<file path="config.mk">
export PLATFORM = sky130hd
export DESIGN_NAME = lru_update
export DESIGN_NICKNAME = d
export VERILOG_FILES = /design/src/rtl/lru_update.sv
export SDC_FILE = /design/constraint.sdc
export NUM_CORES = 1
export LEC_CHECK = 0
export ABC_AREA = 0
export BUFFER_PORTS_ARGS = -buffer_cell sky130_fd_sc_hd__buf_2
export CAP_MARGIN = 20
export CORE_AREA = 2 2 119 121
export DETAILED_ROUTE_END_ITERATION = 16
export DIE_AREA = 0 0 121 123
export GPL_ROUTABILITY_DRIVEN = 0
export PLACE_DENSITY = 0.7
export SYNTH_ARGS = -nofsm -noshare
export SYNTH_HDL_FRONTEND = slang
export SYNTH_SLANG_ARGS = --single-unit
</file>
<file path="constraint.sdc">
create_clock -name clk -period 2.45 [get_ports clk]
set_input_delay 0.245 -clock clk [delete_from_list [all_inputs] [get_ports clk]]
set_output_delay 0.245 -clock clk [all_outputs]
set_load 0.02 [all_outputs]
</file>
<file path="src/rtl/lru_update.sv">
// lru_update: per-set tree-PLRU state store with a one-deep update pipeline.
//
// Each set holds an (a_size-1)-bit tree-PLRU row. Node 0 is the root, and
// node a has children 2a+1 (left) and 2a+2 (right). A node bit of 0 points
// the victim path right, and a node bit of 1 points it left.
//
// An accepted access captures the current row of its set. The updated row
// is written back on the following edge. After reset, and after every
// flush, an INIT sweep zeroes one row per cycle before accesses are
// accepted again.
//
// Optional feature macro: LRU_BYPASS_EN
//   defined   - same-set hazards are resolved by forwarding the pending
//               updated row to both the capture path and the lookup path.
//   undefined - a same-set access stalls for one cycle, and a lookup
//               returns the stored row, which may be one cycle stale.
module lru_update #(
    parameter int a_size = 8,
    parameter int sets   = 16
) (
    input  logic                        clk,
    input  logic                        rst_n,
    input  logic                        flush,
    input  logic                        acc_valid,
    output logic                        acc_ready,
    input  logic [$clog2(sets)-1:0]     acc_set,
    input  logic [$clog2(a_size)-1:0]   acc_way,
    input  logic [$clog2(sets)-1:0]     lookup_set,
    output logic [a_size-2:0]           lru_bits,
    output logic                        init_busy
);

    localparam int SW = $clog2(sets);
    localparam int WW = $clog2(a_size);
    localparam int NB = a_size - 1;

    localparam logic [SW-1:0] LAST_SET = SW'(sets - 1);
    localparam logic [SW-1:0] ONE_S    = {{(SW-1){1'b0}}, 1'b1};
    localparam logic [WW-1:0] ONE_W    = {{(WW-1){1'b0}}, 1'b1};
    localparam logic [WW-1:0] ZERO_W   = {WW{1'b0}};

    typedef enum logic [0:0] {
        ST_INIT = 1'b0,
        ST_RUN  = 1'b1
    } state_t;

    state_t          state_r;
    logic [SW-1:0]   cnt_r;
    logic            pend_valid_r;
    logic [SW-1:0]   pend_set_r;
    logic [WW-1:0]   pend_way_r;
    logic [NB-1:0]   pend_row_r;
    logic [NB-1:0]   rows_r [sets];

    logic            hazard_s;
    logic            accept_s;
    logic [NB-1:0]   pend_upd_s;
    logic [NB-1:0]   capture_row_s;
    logic [NB-1:0]   lookup_row_s;

    // Walk the path from the root to a leaf, steered by the way bits taken
    // MSB first. Every node on the path is set to the branch taken.
    // Nodes off the path keep their values.
    function automatic logic [NB-1:0] upd(input logic [NB-1:0] row,
                                          input logic [WW-1:0] way);
        logic [NB-1:0] r;
        logic [WW-1:0] w;
        logic [WW-1:0] a;
        logic          b;
        r = row;
        w = way;
        a = ZERO_W;
        for (int i = 0; i < WW; i++) begin
            b    = w[WW-1];
            r[a] = b;
            a    = (a << 1'b1) + ONE_W + (b ? ONE_W : ZERO_W);
            w    = w << 1'b1;
        end
        return r;
    endfunction

    // Hazard detection, the updated pending row, and the accept handshake.
    always_comb begin
        hazard_s   = pend_valid_r && (pend_set_r == acc_set);
        pend_upd_s = upd(pend_row_r, pend_way_r);
        acc_ready  = 1'b0;
        if ((state_r == ST_RUN) && !flush) begin
`ifdef LRU_BYPASS_EN
            acc_ready = 1'b1;
`else
            if (hazard_s) begin
                acc_ready = 1'b0;
            end else begin
                acc_ready = 1'b1;
            end
`endif
        end else begin
            acc_ready = 1'b0;
        end
        accept_s = acc_valid && acc_ready;
    end

    // Select the row captured for a new access and the row loaded for a lookup.
    always_comb begin
        capture_row_s = rows_r[acc_set];
        lookup_row_s  = rows_r[lookup_set];
`ifdef LRU_BYPASS_EN
        if (hazard_s) begin
            capture_row_s = pend_upd_s;
        end else begin
            capture_row_s = rows_r[acc_set];
        end
        if (pend_valid_r && (pend_set_r == lookup_set)) begin
            lookup_row_s = pend_upd_s;
        end else begin
            lookup_row_s = rows_r[lookup_set];
        end
`endif
    end

    // INIT/RUN sequencing and the sweep counter. A flush restarts the sweep.
    always_ff @(posedge clk or negedge rst_n) begin
        if (!rst_n) begin
            state_r <= ST_INIT;
            cnt_r   <= {SW{1'b0}};
        end else begin
            case (state_r)
                ST_INIT: begin
                    if (flush) begin
                        cnt_r <= {SW{1'b0}};
                    end else if (cnt_r == LAST_SET) begin
                        state_r <= ST_RUN;
                        cnt_r   <= {SW{1'b0}};
                    end else begin
                        cnt_r <= cnt_r + ONE_S;
                    end
                end
                ST_RUN: begin
                    if (flush) begin
                        state_r <= ST_INIT;
                        cnt_r   <= {SW{1'b0}};
                    end else begin
                        state_r <= ST_RUN;
                    end
                end
                default: begin
                    state_r <= ST_INIT;
                    cnt_r   <= {SW{1'b0}};
                end
            endcase
        end
    end

    // Pending-update stage plus the registered lookup output.
    always_ff @(posedge clk or negedge rst_n) begin
        if (!rst_n) begin
            pend_valid_r <= 1'b0;
            pend_set_r   <= {SW{1'b0}};
            pend_way_r   <= {WW{1'b0}};
            pend_row_r   <= {NB{1'b0}};
            lru_bits     <= {NB{1'b0}};
        end else begin
            pend_valid_r <= accept_s;
            if (accept_s) begin
                pend_set_r <= acc_set;
                pend_way_r <= acc_way;
                pend_row_r <= capture_row_s;
            end else begin
                pend_set_r <= pend_set_r;
            end
            lru_bits <= lookup_row_s;
        end
    end

    // Row storage. The pending write-back lands first, then the sweep zeroes its row.
    always_ff @(posedge clk or negedge rst_n) begin
        if (!rst_n) begin
            for (int k = 0; k < sets; k++) begin
                rows_r[k] <= {NB{1'b0}};
            end
        end else begin
            if (pend_valid_r) begin
                rows_r[pend_set_r] <= pend_upd_s;
            end
            if (state_r == ST_INIT) begin
                rows_r[cnt_r] <= {NB{1'b0}};
            end
        end
    end

    // init_busy mirrors the FSM state.
    assign init_busy = (state_r == ST_INIT);

endmodule

</file>
=== Word-level counts from Yosys, hierarchy flattened ===
Index checks and enable logic that the tools add are counted.

* Magnitude comparators: 10
* Reduce and logical (&&, ||, !) cells: 8
* Bitwise logic cells: 7
* Eq/ne operators: 3
* Add/sub/neg operators: 4
* Multiplexer cells: 31

{| class="wikitable"
|+ Operator list
! cell !! number
|-
| 2-to-1 mux 112 bit || 2
|-
| AND 112 bit || 1
|-
| bitwise mux 112 bit || 1
|-
| NOT 112 bit || 1
|-
| binary-select mux 7 bit (select 4 bit) || 2
|-
| demux 7 bit (select 4 bit) || 2
|-
| 2-to-1 mux 7 bit || 6
|-
| >= comparator 5 bit (second input constant) || 4
|-
| NOT 4 -> 5 bit || 4
|-
| bitwise mux 7 bit || 2
|-
| 2-to-1 mux 4 bit || 3
|-
| < comparator 5 x 1 -> 1 bit (second input constant) || 2
|-
| 2-to-1 mux 1 bit || 9
|-
| one-hot mux 4 bit (2 select lines) || 1
|-
| logical AND 1 bit || 7
|-
| demux 1 bit (select 3 bit) || 2
|-
| adder 4 x 1 -> 4 bit (second input constant) || 1
|-
| == test 4 bit || 1
|-
| == test 4 bit (second input constant) || 1
|-
| < comparator 2 x 4 -> 1 bit (second input constant) || 1
|-
| < comparator 3 x 4 -> 1 bit (second input constant) || 1
|-
| adder 3 x 1 -> 3 bit || 1
|-
| adder 3 x 1 -> 3 bit (second input constant) || 1
|-
| >= comparator 3 x 1 -> 1 bit (second input constant) || 1
|-
| 6 further kinds || 6
|}

* Bits in registers: 139
* Word-level logic and storage cells: 86
* Output and inout port bits: 9

=== Depth between registers and ports, before layout ===
* Word-level depth: 13
* Depth in mapped cells: 7
* Gate-level depth less buffers: 6

=== Worst setup path before layout ===
No wires, ideal clock.

* Path kind: register to register
* From: register pend_way_r[1]
* To: register rows_r[84] (netlist bit)
* Cell stages (with the launch flop): 7
* Clock period less this slack: 1.910 ns
* Setup time: 0.153 ns
* Slack: 0.540 ns
* Buffers on the path: 1
* Data arrival time: 1.756 ns
* Path through: dfrtp_1 -> inv_1 -> ha_1 -> nand3_1 -> mux2i_1 -> clkbuf_1 -> a211oi_1

* Word-level cells in the longest chain between the ends: 11
* Elaborated cells on any way between the ends: 13
* Those cells by class: add/sub (1); order compare (2); mux (8); bitwise (1); reduce/logical (1)

{| class="wikitable"
|+ Ends and longest elaborated chain
! element !! RTL line !! RTL
|-
| from (decl) || 51 || <nowiki>logic [WW-1:0] pend_way_r;</nowiki>
|-
| from (signal assigned) || 159 || <nowiki>pend_way_r <= {WW{1'b0}};</nowiki>
|-
| from (signal assigned) || 166 || <nowiki>pend_way_r <= acc_way;</nowiki>
|-
| 2-to-1 mux 1 bit || 76 || <nowiki>a = (a << 1'b1) + ONE_W + (b ? ONE_W : ZERO_W);</nowiki>
|-
| adder 3 x 1 -> 3 bit || 76 ||
|-
| < comparator 3 x 4 -> 1 bit (not written as such) or >= comparator 3 x 1 -> 1 bit (tied branches) || 75 || <nowiki>r[a] = b;</nowiki>
|-
| logical AND 1 bit (not written as such) || 75 ||
|-
| 2-to-1 mux 1 bit (not written as such) || 75 ||
|-
| demux 1 bit (select 3 bit) || 75 ||
|-
| bitwise mux 7 bit * || 75 ||
|-
| bitwise mux 112 bit * || 183 || <nowiki>rows_r[pend_set_r] <= pend_upd_s;</nowiki>
|-
| 2-to-1 mux 112 bit * || 182 || <nowiki>if (pend_valid_r) begin</nowiki>
|-
| AND 112 bit (no source line) || -- ||
|-
| 2-to-1 mux 112 bit * || 185 || <nowiki>if (state_r == ST_INIT) begin</nowiki>
|-
| to (signal, indexed assignment) || 179 || <nowiki>rows_r[k] <= {NB{1'b0}};</nowiki>
|-
| to (signal, indexed assignment) || 183 ||
|-
| to (signal, indexed assignment) || 186 || <nowiki>rows_r[cnt_r] <= {NB{1'b0}};</nowiki>
|-
| to (decl) || 53 || <nowiki>logic [NB-1:0] rows_r [sets];</nowiki>
|}

Every way passes the cells marked *; elsewhere a longest branch is shown, timed or not.
A chain may end at the register's enable or synchronous reset.

=== Final worst setup path ===
* From: register pend_set_r[2]
* To: register rows_r[97] (netlist bit)

* Word-level cells in the longest chain between the ends: 9
* Elaborated cells on any way between the ends: 10
* Those cells by class: order compare (2); mux (5); bitwise (2); reduce/logical (1)

{| class="wikitable"
|+ Ends and longest elaborated chain
! element !! RTL line !! RTL
|-
| from (decl) || 50 || <nowiki>logic [SW-1:0] pend_set_r;</nowiki>
|-
| from (signal assigned) || 158 || <nowiki>pend_set_r <= {SW{1'b0}};</nowiki>
|-
| from (signal assigned) || 165 || <nowiki>pend_set_r <= acc_set;</nowiki>
|-
| from (signal assigned) || 169 || <nowiki>pend_set_r <= pend_set_r;</nowiki>
|-
| NOT 4 -> 5 bit (not written as such) * || 183 ||
|-
| >= comparator 5 bit (not written as such) or < comparator 5 x 1 -> 1 bit (tied branches) || 183 ||
|-
| logical AND 1 bit (not written as such) || 183 ||
|-
| 2-to-1 mux 7 bit (not written as such) || 183 ||
|-
| demux 7 bit (select 4 bit) * || 183 ||
|-
| bitwise mux 112 bit * || 183 ||
|-
| 2-to-1 mux 112 bit * || 182 ||
|-
| AND 112 bit (no source line) || -- ||
|-
| 2-to-1 mux 112 bit * || 185 ||
|}

Marks and branches as above.

==> flow_metrics.py <==
metrics = {
    "timing": {
        "fin_crit_ps": 2076,
        "worst_pin_slew_ps": 778.5,
        "rsz0062_at_grt": "false",
        "fmaxAchievable_mhz": 481.7,
        "finClkSkew_ps": 7.216,
        "setup_violations": 0,
        "period_share_pct": 84.73,
        "fin_setup_tns_ps": 0,
        "slew_violations": 0,
        "final-hold-violation-count": 0,
        "relSlewSlack_pct": 47.91,
    },
    "synth": {
        "syn_inst": 623,
        "syn_area_per_cell_um2": 11.69,
        "synth_nets": 647,
        "synthDistinctLibCells": 34,
        "synth_compound_area_share_pct": 14.36,
        "ys_seq_elements": 138,
        "synthMuxAreaShare_pct": 22.36,
        "synth.area.top_cells": "dfrtp_1 47%, mux4_2 16%, a211oi_1 9.9%",
        "synth_top_cell_area_share_pct": 47.41,
        "ys_seq_area_share_pct": 47.41,
        "synthAdderAreaFrac_pct": 1.546,
        "synth_top_family_by_area": "multiplexers",
        "synth_warnings": 0,
        "synth_top_cell_by_area": "dfrtp_1",
        "synthSimpleGateAreaFrac_pct": 10.03,
        "synthXorXnorAreaFrac_pct": 0.6012,
        "netlist_area_um2": 7284,
    },
    "finish": {
        "layout_commonest_cell": "dfrtp_1",
        "fin_nets": 679,
        "n_antenna_cell": 0,
        "layout-drive-gt1-share_pct": 25.45,
        "syn2layout_area_growth_pct": 14.34,
        "final_cell_mix": "138 x dfrtp_1, 125 x nor2_1, 96 x a211oi_1",
        "finalNonFillerCells": 848,
    },
    "worst_setup_path": {
        "slowest_delay_ps": 590,
        "crit_chain": "or3b_1 -> nor2_2 -> nor2_1 -> a211oi_1",
        "crit_fanout": 13,
        "end_kind": "flop",
        "cp_data_arrival_time_ps": 2400,
        "cp_slowest_cell": "or3b_1",
        "cp.required_ps": 2770,
        "cp-start-kind": "flop",
        "path_class": "flop to flop",
    },
    "cts": {
        "clk_pin_slew_ps": 60,
        "postCtsSetupBuffers": 0,
        "ctsHtreeMaxLevel": 4,
        "cts_tree": "done",
        "clock_latency_ps": 430,
        "clockBufferDepth": 2,
        "cts.sinks": 138,
        "ctsRootBufferMaster": "clkbuf_16",
        "numCtsBuffers": 17,
    },
    "drt": {
        "vias_per_cell": 6.656,
        "drt-initial-drc-count": 687,
        "routed_wl_mm": 21.22,
        "postRouteAntennaNets": 0,
        "route.vias.total": 5644,
        "drtPass1Iterations": 5,
        "drcViolationCount": 0,
        "wl_per_cell_um": 25.02,
    },
    "placed_design": {
        "dpl.cell_count": 815,
        "portBuffers": 23,
        "hpwl_mm": 14.82,
    },
    "min_path": {
        "hp-class": "input port to flop",
    },
    "pwr": {
        "switchingPower_mw": 1.280,
        "p_leak_nw": 3.473,
        "p_clk_share_pct": 50.0,
        "ir_drop_v": 0.0003942,
        "intPower_mw": 4.159,
        "combinationalPowerShare_pct": 7.1,
        "powerDensity_nw_per_um2": 652.9,
        "p_sw_share_pct": 23.53,
        "p_seq_share_pct": 42.9,
    },
    "floorplanning": {
        "core-area_um2": 13610,
        "die_area_um2": 14880,
        "rows": 43,
        "die_h_um": 123,
        "die_w_um": 121,
        "initial_core_util_pct": 53.52,
        "io_pins": 24,
    },
    "grt": {
        "grt_max_degree": 64,
        "track_usage_pct": 30.72,
        "grt_pass1_vias": 5713,
        "grt_pass1_wl_mm": 33.24,
        "grt_overflow_total": 0,
        "antenna_found_initial": 0,
    },
    "status": {
        "status": "finished, final reports clean",
    },
    "job": {
        "max_cap_viol_count": 0,
    },
}
==> layer usage <==
layer	vias to the layer above	routed length [um]	global-route usage (%)
li1	2404	-	-
met1	2767	7870	40.58
met2	378	9751	46.24
met3	95	2457	9.041
met4	0	1134	16.42
met5	-	0	0
==> power groups by stage <==
stage          logic (mW)  clock network (mW)  registers, mW
4_1_cts             0.384                2.73           2.33
3_5_place_dp        0.382                   0           2.37
3_3_place_gp        0.372                   0           2.37
5_1_grt             0.415                2.83           2.33
6_report            0.387                2.72           2.33
2_1_floorplan       0.223                   0           2.35
==> Yosys cell counts <==
cell type and n:
o22ai_1 6, a22oi_1 6, xor2_1 4, nor3_1 9, buf_4 4, buf_6 4, nand3b_1 2, nand3_1 2
nor2b_1 1, dfrtp_1 138, nor2_2 3, mux2_2 16, xnor2_1 1, buf_2 20, nand2b_1 8, o21ai_0 26
clkbuf_1 14, a211oi_1 96, nor3_4 1, or4_1 1, mux2_4 9, a41oi_1 1, buf_1 4, nor2_1 125
mux4_2 53, or3b_1 1, mux2i_1 12, inv_1 7, a21oi_1 15, a31oi_1 3, and3b_1 1, a311o_1 1
ha_1 9, nand2_1 20
==> per-stage QoR <==
step / worst slack, ps / util (%) / instance area (um^2) / total power, mW / hold slack, ps
floorplan: 540.5 / - / 7284 / 2.578 / -50.59
global placement: 451.6 / 56.58 / 7701 / 2.741 / 265.9
detailed placement: 415.2 / 56.58 / 7701 / 2.753 / 272.5
CTS: 391.5 / 61.19 / 8329 / 5.443 / 38.44
global route: 331.2 / 61.19 / 8329 / 5.576 / 54.81
finish: 374.2 / 61.19 / 8329 / 5.438 / 39.33
==> registers in the layout, summed over array words and instances, names as in the netlist <==
register	cells
rows_r	112
lru_bits	7
pend_row_r	6
cnt_r	4
pend_set_r	4
pend_way_r	3
pend_valid_r	1
state_r	1
==> area by class of cell <==
class / instances / area [um^2]
Clock buffer: 20 / 446.7
Inverter: 7 / 26.28
Sequential cell: 138 / 3453
Tap cell: 180 / 225.2
Fill cell: 1050 / 5283
Multi-Input combinational cell: 432 / 3562
Clock inverter: 12 / 171.4
Timing Repair Buffer: 59 / 444.2
==> critical path, delay by kind of cell, from the launching register on <==
family | cells | cell delay, ps
flip-flops | 1 | 430
AO/OA/AOI/OAI | 1 | 280
AND/OR/NAND/NOR | 3 | 1250
==> cells by family after synthesis <==
group,count (synthesis)
and+or+nand+nor,174
AOI/OAI and AO/OA,154
DFF,138
muxes,90
buffers and inverters,53
adders and majority gates,9
xor gates and xnor gates,5
==> worst paths after layout <==
check | startpoint | end | slack (ps) | depth (start not counted)
worst max-delay path | pend_set_r[2] | rows_r[97] | 370 | 4
worst min-delay path | flush | cnt_r[3] | 40 | 2
worst max register to register | pend_set_r[2] | rows_r[97] | 370 | 4
worst min register to register | pend_row_r[5] | pend_row_r[5] | 540 | 1
max in group asynchronous | rst_n | rows_r[109] | 1320 | 3
min in group asynchronous | rst_n | rows_r[54] | 380 | 2
==> what timing repair did <==
action                    in CTS  in global routing
hold buffers                   1                  0
hold endpoints to repair      61                  0
gates resized for setup        0                  0
No activity file was read; power rests on OpenSTA's default activity.
